==> src/rtl/ioctl_pkg.sv <==
// Shared types and default widths for the ioctl download transmitter.
// Imported by the transmitter top and its byte FIFO.
package ioctl_pkg;

  localparam int unsigned IoctlAddrW  = 25;
  localparam int unsigned IoctlIndexW = 8;
  localparam int unsigned IoctlGapW   = 4;
  localparam int unsigned IoctlDataW  = 8;

  typedef enum logic [2:0] {
    StIdle,
    StPre,
    StWrite,
    StGap,
    StPost
  } ioctl_state_e;

  // Cycles still to spend in GAP after the strobe cycle; a gap of 0 behaves as 1.
  function automatic logic [IoctlGapW-1:0] gap_reload(input logic [IoctlGapW-1:0] gap);
    return (gap == '0) ? '0 : gap - IoctlGapW'(1);
  endfunction

endpackage

==> src/rtl/ioctl_tx_fifo.sv <==
// Small byte FIFO between the source stream and the ioctl write strobes.
// Full/empty are registered; flush empties it in one cycle.
module ioctl_tx_fifo
  import ioctl_pkg::*;
#(
  parameter int unsigned Depth = 4,
  parameter int unsigned Width = IoctlDataW
) (
  input  logic             clk_sys,
  input  logic             reset,
  input  logic             flush,
  input  logic             push,
  input  logic [Width-1:0] wdata,
  input  logic             pop,
  output logic [Width-1:0] rdata,
  output logic             full,
  output logic             empty
);

  localparam int unsigned PtrW = $clog2(Depth);
  localparam int unsigned CntW = PtrW + 1;

  logic [Width-1:0] mem_q [Depth];
  logic [PtrW-1:0]  wr_ptr_q;
  logic [PtrW-1:0]  rd_ptr_q;
  logic [CntW-1:0]  cnt_q;
  logic [CntW-1:0]  cnt_d;
  logic             do_push;
  logic             do_pop;

  assign do_push = push & ~full;
  assign do_pop  = pop & ~empty;
  assign rdata   = mem_q[rd_ptr_q];

  // Simultaneous push and pop leaves occupancy unchanged.
  always_comb begin
    cnt_d = cnt_q;
    if (do_push && !do_pop) begin
      cnt_d = cnt_q + CntW'(1);
    end else if (do_pop && !do_push) begin
      cnt_d = cnt_q - CntW'(1);
    end
  end

  always_ff @(posedge clk_sys) begin
    if (reset || flush) begin
      wr_ptr_q <= '0;
      rd_ptr_q <= '0;
      cnt_q    <= '0;
      full     <= 1'b0;
      empty    <= 1'b1;
    end else begin
      if (do_push) begin
        wr_ptr_q <= wr_ptr_q + PtrW'(1);
      end
      if (do_pop) begin
        rd_ptr_q <= rd_ptr_q + PtrW'(1);
      end
      cnt_q <= cnt_d;
      full  <= (cnt_d == CntW'(Depth));
      empty <= (cnt_d == '0);
    end
  end

  // Storage carries no reset; the pointers alone define what is valid.
  always_ff @(posedge clk_sys) begin
    if (do_push) begin
      mem_q[wr_ptr_q] <= wdata;
    end
  end

endmodule

==> src/rtl/ioctl_tx.sv <==
// Streams source bytes out as ioctl download write strobes with a programmable
// idle gap, framed by ioctl_download; supports abort and zero-length transfers.
module ioctl_tx
  import ioctl_pkg::*;
#(
  parameter int unsigned FIFO_DEPTH = 4,
  parameter int unsigned ADDR_W     = IoctlAddrW
) (
  input  logic                   clk_sys,
  input  logic                   reset,
  input  logic                   start,
  input  logic [IoctlIndexW-1:0] index,
  input  logic [ADDR_W-1:0]      length,
  input  logic [IoctlGapW-1:0]   gap,
  input  logic                   abort,
  input  logic [IoctlDataW-1:0]  s_data,
  input  logic                   s_valid,
  output logic                   s_ready,
  output logic                   ioctl_download,
  output logic [IoctlIndexW-1:0] ioctl_index,
  output logic                   ioctl_wr,
  output logic [ADDR_W-1:0]      ioctl_addr,
  output logic [IoctlDataW-1:0]  ioctl_dout,
  output logic                   busy,
  output logic                   done
);

  ioctl_state_e          state_q;
  logic [ADDR_W-1:0]     len_q;
  logic [IoctlGapW-1:0]  gap_q;
  logic [IoctlGapW-1:0]  gap_cnt_q;
  logic [ADDR_W-1:0]     wr_cnt_q;
  logic [ADDR_W-1:0]     acc_cnt_q;

  logic                  fifo_full;
  logic                  fifo_empty;
  logic [IoctlDataW-1:0] fifo_rdata;
  logic                  push;
  logic                  pop;

  // Only bytes that belong to the current transfer are ever taken from the source.
  assign s_ready = busy & ~fifo_full & (acc_cnt_q < len_q);
  assign push    = s_valid & s_ready;
  assign pop     = (state_q == StWrite) & ~fifo_empty & ~abort;

  ioctl_tx_fifo #(
    .Depth (FIFO_DEPTH),
    .Width (IoctlDataW)
  ) u_fifo (
    .clk_sys (clk_sys),
    .reset   (reset),
    .flush   (abort),
    .push    (push),
    .wdata   (s_data),
    .pop     (pop),
    .rdata   (fifo_rdata),
    .full    (fifo_full),
    .empty   (fifo_empty)
  );

  always_ff @(posedge clk_sys) begin
    if (reset) begin
      state_q        <= StIdle;
      len_q          <= '0;
      gap_q          <= '0;
      gap_cnt_q      <= '0;
      wr_cnt_q       <= '0;
      acc_cnt_q      <= '0;
      ioctl_download <= 1'b0;
      ioctl_index    <= '0;
      ioctl_wr       <= 1'b0;
      ioctl_addr     <= '0;
      ioctl_dout     <= '0;
      busy           <= 1'b0;
      done           <= 1'b0;
    end else begin
      ioctl_wr <= 1'b0;
      done     <= 1'b0;
      if (push) begin
        acc_cnt_q <= acc_cnt_q + ADDR_W'(1);
      end

      // Abort wins over everything, including a strobe due this cycle.
      if (abort) begin
        state_q        <= StIdle;
        ioctl_download <= 1'b0;
        busy           <= 1'b0;
      end else begin
        unique case (state_q)
          StIdle: begin
            if (start) begin
              state_q        <= StPre;
              len_q          <= length;
              gap_q          <= gap;
              ioctl_index    <= index;
              wr_cnt_q       <= '0;
              acc_cnt_q      <= '0;
              ioctl_download <= 1'b1;
              busy           <= 1'b1;
            end
          end
          StPre: begin
            state_q <= (len_q == '0) ? StPost : StWrite;
          end
          StWrite: begin
            if (!fifo_empty) begin
              ioctl_wr   <= 1'b1;
              ioctl_addr <= wr_cnt_q;
              ioctl_dout <= fifo_rdata;
              wr_cnt_q   <= wr_cnt_q + ADDR_W'(1);
              gap_cnt_q  <= gap_reload(gap_q);
              state_q    <= StGap;
            end
          end
          StGap: begin
            if (gap_cnt_q == '0) begin
              state_q <= (wr_cnt_q < len_q) ? StWrite : StPost;
            end else begin
              gap_cnt_q <= gap_cnt_q - IoctlGapW'(1);
            end
          end
          StPost: begin
            state_q        <= StIdle;
            ioctl_download <= 1'b0;
            busy           <= 1'b0;
            done           <= 1'b1;
          end
          default: begin
            state_q        <= StIdle;
            ioctl_download <= 1'b0;
            busy           <= 1'b0;
          end
        endcase
      end
    end
  end

endmodule

==> config.mk <==
export PLATFORM = sky130hd
export DESIGN_NAME = ioctl_tx
export DESIGN_NICKNAME = d
export VERILOG_FILES = /design/src/rtl/ioctl_pkg.sv /design/src/rtl/ioctl_tx_fifo.sv /design/src/rtl/ioctl_tx.sv
export SDC_FILE = /design/constraint.sdc
export NUM_CORES = 1
export LEC_CHECK = 0
export ABC_AREA = 1
export CAP_MARGIN = 20
export CORE_MARGIN = 5
export CORE_UTILIZATION = 37
export CTS_CLUSTER_DIAMETER = 120
export DETAILED_ROUTE_END_ITERATION = 16
export GPL_ROUTABILITY_DRIVEN = 0
export PLACE_DENSITY = 0.56
export SYNTH_ARGS = -nofsm -noshare
export SYNTH_HDL_FRONTEND = slang
export SYNTH_SLANG_ARGS = --single-unit
export TNS_END_PERCENT = 5
==> constraint.sdc <==
create_clock -name clk_sys -period 3.3 [get_ports clk_sys]
set_clock_uncertainty 0.2 [all_clocks]
set_input_delay 0.66 -clock clk_sys [delete_from_list [all_inputs] [get_ports clk_sys]]
set_output_delay 0.66 -clock clk_sys [all_outputs]
set_load 0.05 [all_outputs]
==> run metrics <==
root cell of the clock tree=clkbuf_16; CP Data Required Time=2.44 ns; Die Ht=161 µm; crit-path cells=ha_1 > a21o_1 > nor2_1 > nand2_1 > a21oi_2 > and2_1 > buf_12; total die area=25800 µm²; total leakage power=4.00 nW; Starting Density=37.3%; met2 WL=10600 µm; HPWL Detailed=16700 µm; Clock Latency Late Sink=0.44 ns; DRC=0; worst slew pin tran=0.810 ns; yosys warns=0; Max stage delay on crit path=0.49 ns; Max H-tree Level=4; worst-path maximum fanout=6; post-synth cell types=44; Power Total=4.54 mW; number of CTS-inserted buffers=17; Mapped Area=8400 µm²; CTS tree=yes; share of cells above drive strength 1=5.80%; slowest CP cell=dfxtp_1; Clock Path Buffers=2; final wirelength=22200 µm; vias=7323; Routed met1 length=10600 µm; Hold Buf Count CTS=0; Die W=161 µm; vias in the first global route=7087; Crit path buffers/inverters=1; Startpoint Class=register; Avg WL per Cell=15.3 µm; Slew HR=45.5%; first-pass GRT wire length=36600 µm; Fmax achieved=319 MHz; maxcap violations=0; First DRT Iteration DRCs=431; Ports=96; Setup CP Type=reg -> out; Seq/Total Area, Yosys=44.6%; max-slew violations=0; Worst VDD drop=310 µV; Synth Register Bits=171; area delta synth->final=22.7%; largest net degree at the start of global routing=75; Overflow after GRT=0; WL met3=718 µm; GRT Total Usage=17.5%; CTS Sinks=171; clk slew on worst S/H paths=0.07 ns; Final setup viols=0; IO Port Bufs=95; Final Instance Area=10300 µm²; antenna cell count=0; initial antenna violation count=1; Post-Syn Instances=1065; Final Critical Period=3.13 ns; Nets=1266; RSZ-0062 raised after global routing=no; crit path DAT=2.27 ns; Routed Antenna Nets=0; fin util=45.8%; period utilization=94.9%; crit-path leading delay family=flip-flops; routed vias/inst=5.03; Hold Path Class=reg -> reg; setup TNS=0 ns; final hold violations=0; Placed Area=9710 µm²; Synthesized Nets=1172; Pwr per Cell Area=441 nW/µm²; drt pass-1 iters=5; Max Used Layer=met5; status=finished clean; Core Rows=55; CP endpoint kind=primary output; core footprint=22500 µm²; Syn Area/Cell=7.89 µm²
sequential cells by signal (all words and copies together), names as in the netlist, 4 cells and up:
register and count:
acc_cnt_q 25, gap_cnt_q 4, gap_q 4, ioctl_addr 25, ioctl_dout 8, ioctl_index 8
len_q 25, u_fifo.mem_q 32, wr_cnt_q 25
stage by stage:
step / setup WS [ns] / hold slack, ns / cells
after floorplan: 0.736 / 0.239 / 1065
after global placement: 0.460 / 0.231 / 1425
after detailed placement: 0.416 / 0.234 / 1425
after CTS: 0.0252 / 0.244 / 1457
after global routing: 0.0208 / 0.273 / 1457
final: 0.170 / 0.242 / 1457
worst paths after layout:
check | start | endpoint | slack, ns | cells after the start
worst max-delay path | acc_cnt_q[16] | s_ready | 0.17 | 7
worst min-delay path | ioctl_index[0] | ioctl_index[0] | 0.24 | 2
worst max register to register | acc_cnt_q[16] | u_fifo.full | 0.63 | 14
worst min register to register | ioctl_index[0] | ioctl_index[0] | 0.24 | 2
power by group:
part / leakage (nW) / switching (mW) / internal, mW / total [mW]
Clock: 0.282 / 0.955 / 1.01 / 1.96
Combinational: 2.31 / 0.239 / 0.155 / 0.394
Sequential: 1.42 / 0.0205 / 2.16 / 2.18
cells by family (layout without fill, tap and decap cells):
group | Yosys count | in the layout | synth area share, %
AND/OR/NAND/NOR | 373 | 373 | 19.9
AO/OA/AOI/OAI | 278 | 278 | 17.5
flip-flops | 171 | 171 | 44.6
buffers and inverters | 168 | 275 | 7.69
adder cells (fa/ha/maj) | 57 | 57 | 8.49
XOR/XNOR | 18 | 18 | 1.88
metal layers:
| layer | vias up | GRT usage [%] |
|---|---|---|
| met5 | - | 0 |
| met3 | 23 | 3.49 |
| met2 | 143 | 29.7 |
| met1 | 3363 | 22.9 |
| li1 | 3792 | - |
| met4 | 2 | 4.65 |
worst min-delay path, cell delays in order (launching register included):
cell and delay (ns):
dfxtp_1 0.31, inv_1 0.04, a21oi_1 0.05
layout make-up:
cell class | count | area (µm²)
Clock inverter | 15 | 158
Fill cell | 2246 | 12200
Timing Repair Buffer | 114 | 1120
Inverter | 129 | 484
Tap cell | 285 | 357
Sequential cell | 171 | 3740
Clock buffer | 17 | 425
Multi-Input combinational cell | 726 | 4020
synth_stat cells (all sizes together):
cell | count | area share (%)
nand2 | 182 | 8.3
a21oi | 139 | 8.3
dfxtp | 139 | 33
inv | 128 | 5.7
o21ai | 108 | 6.4
nor2 | 89 | 4.2
ha | 57 | 8.5
clkbuf | 33 | 1.5
nand3 | 33 | 2.2
edfxtp | 32 | 11
nor3 | 29 | 2.1
nand4 | 22 | 1.6
a31oi | 12 | 0.89
nor4 | 12 | 0.97
xor2 | 12 | 1.3
buf | 6 | 0.45
o21a | 6 | 0.54
xnor2 | 6 | 0.63
a21o | 2 | 0.18
nor3b | 2 | 0.18
o211ai | 2 | 0.18
o221ai | 2 | 0.21
a211oi | 1 | 0.089
a21boi | 1 | 0.089
a41oi | 1 | 0.10
and2 | 1 | 0.075
and3 | 1 | 0.075
clkinv | 1 | 0.045
nand3b | 1 | 0.089
o2111ai | 1 | 0.10
o21bai | 1 | 0.089
o22ai | 1 | 0.075
o31ai | 1 | 0.25
or2 | 1 | 0.075
placed cells by master, fill, tap and decap left out, types with 3 or more instances in the layout:
cell and count:
o21a_1 6, clkbuf_16 17, nor3_1 26, a21oi_1 138, nand3_1 30, o21ai_1 3, dfxtp_1 139, nor4_1 11
inv_1 126, o21ai_0 105, edfxtp_1 32, xor2_1 12, nor2_1 85, ha_1 57, a31oi_1 12, clkinv_8 3
nand2_1 180, clkinv_4 4, xnor2_1 6, inv_8 4, clkdlybuf4s50_1 94, buf_4 18, nand4_1 22
repair_timing:
| action | CTS | global route |
|---|---|---|
| gates resized for setup | 0 | 3 |
| buffers inserted | 0 | 0 |
| endpoints found under the setup margin | 0 | 1 |
Power figures use the tool's default switching activity.
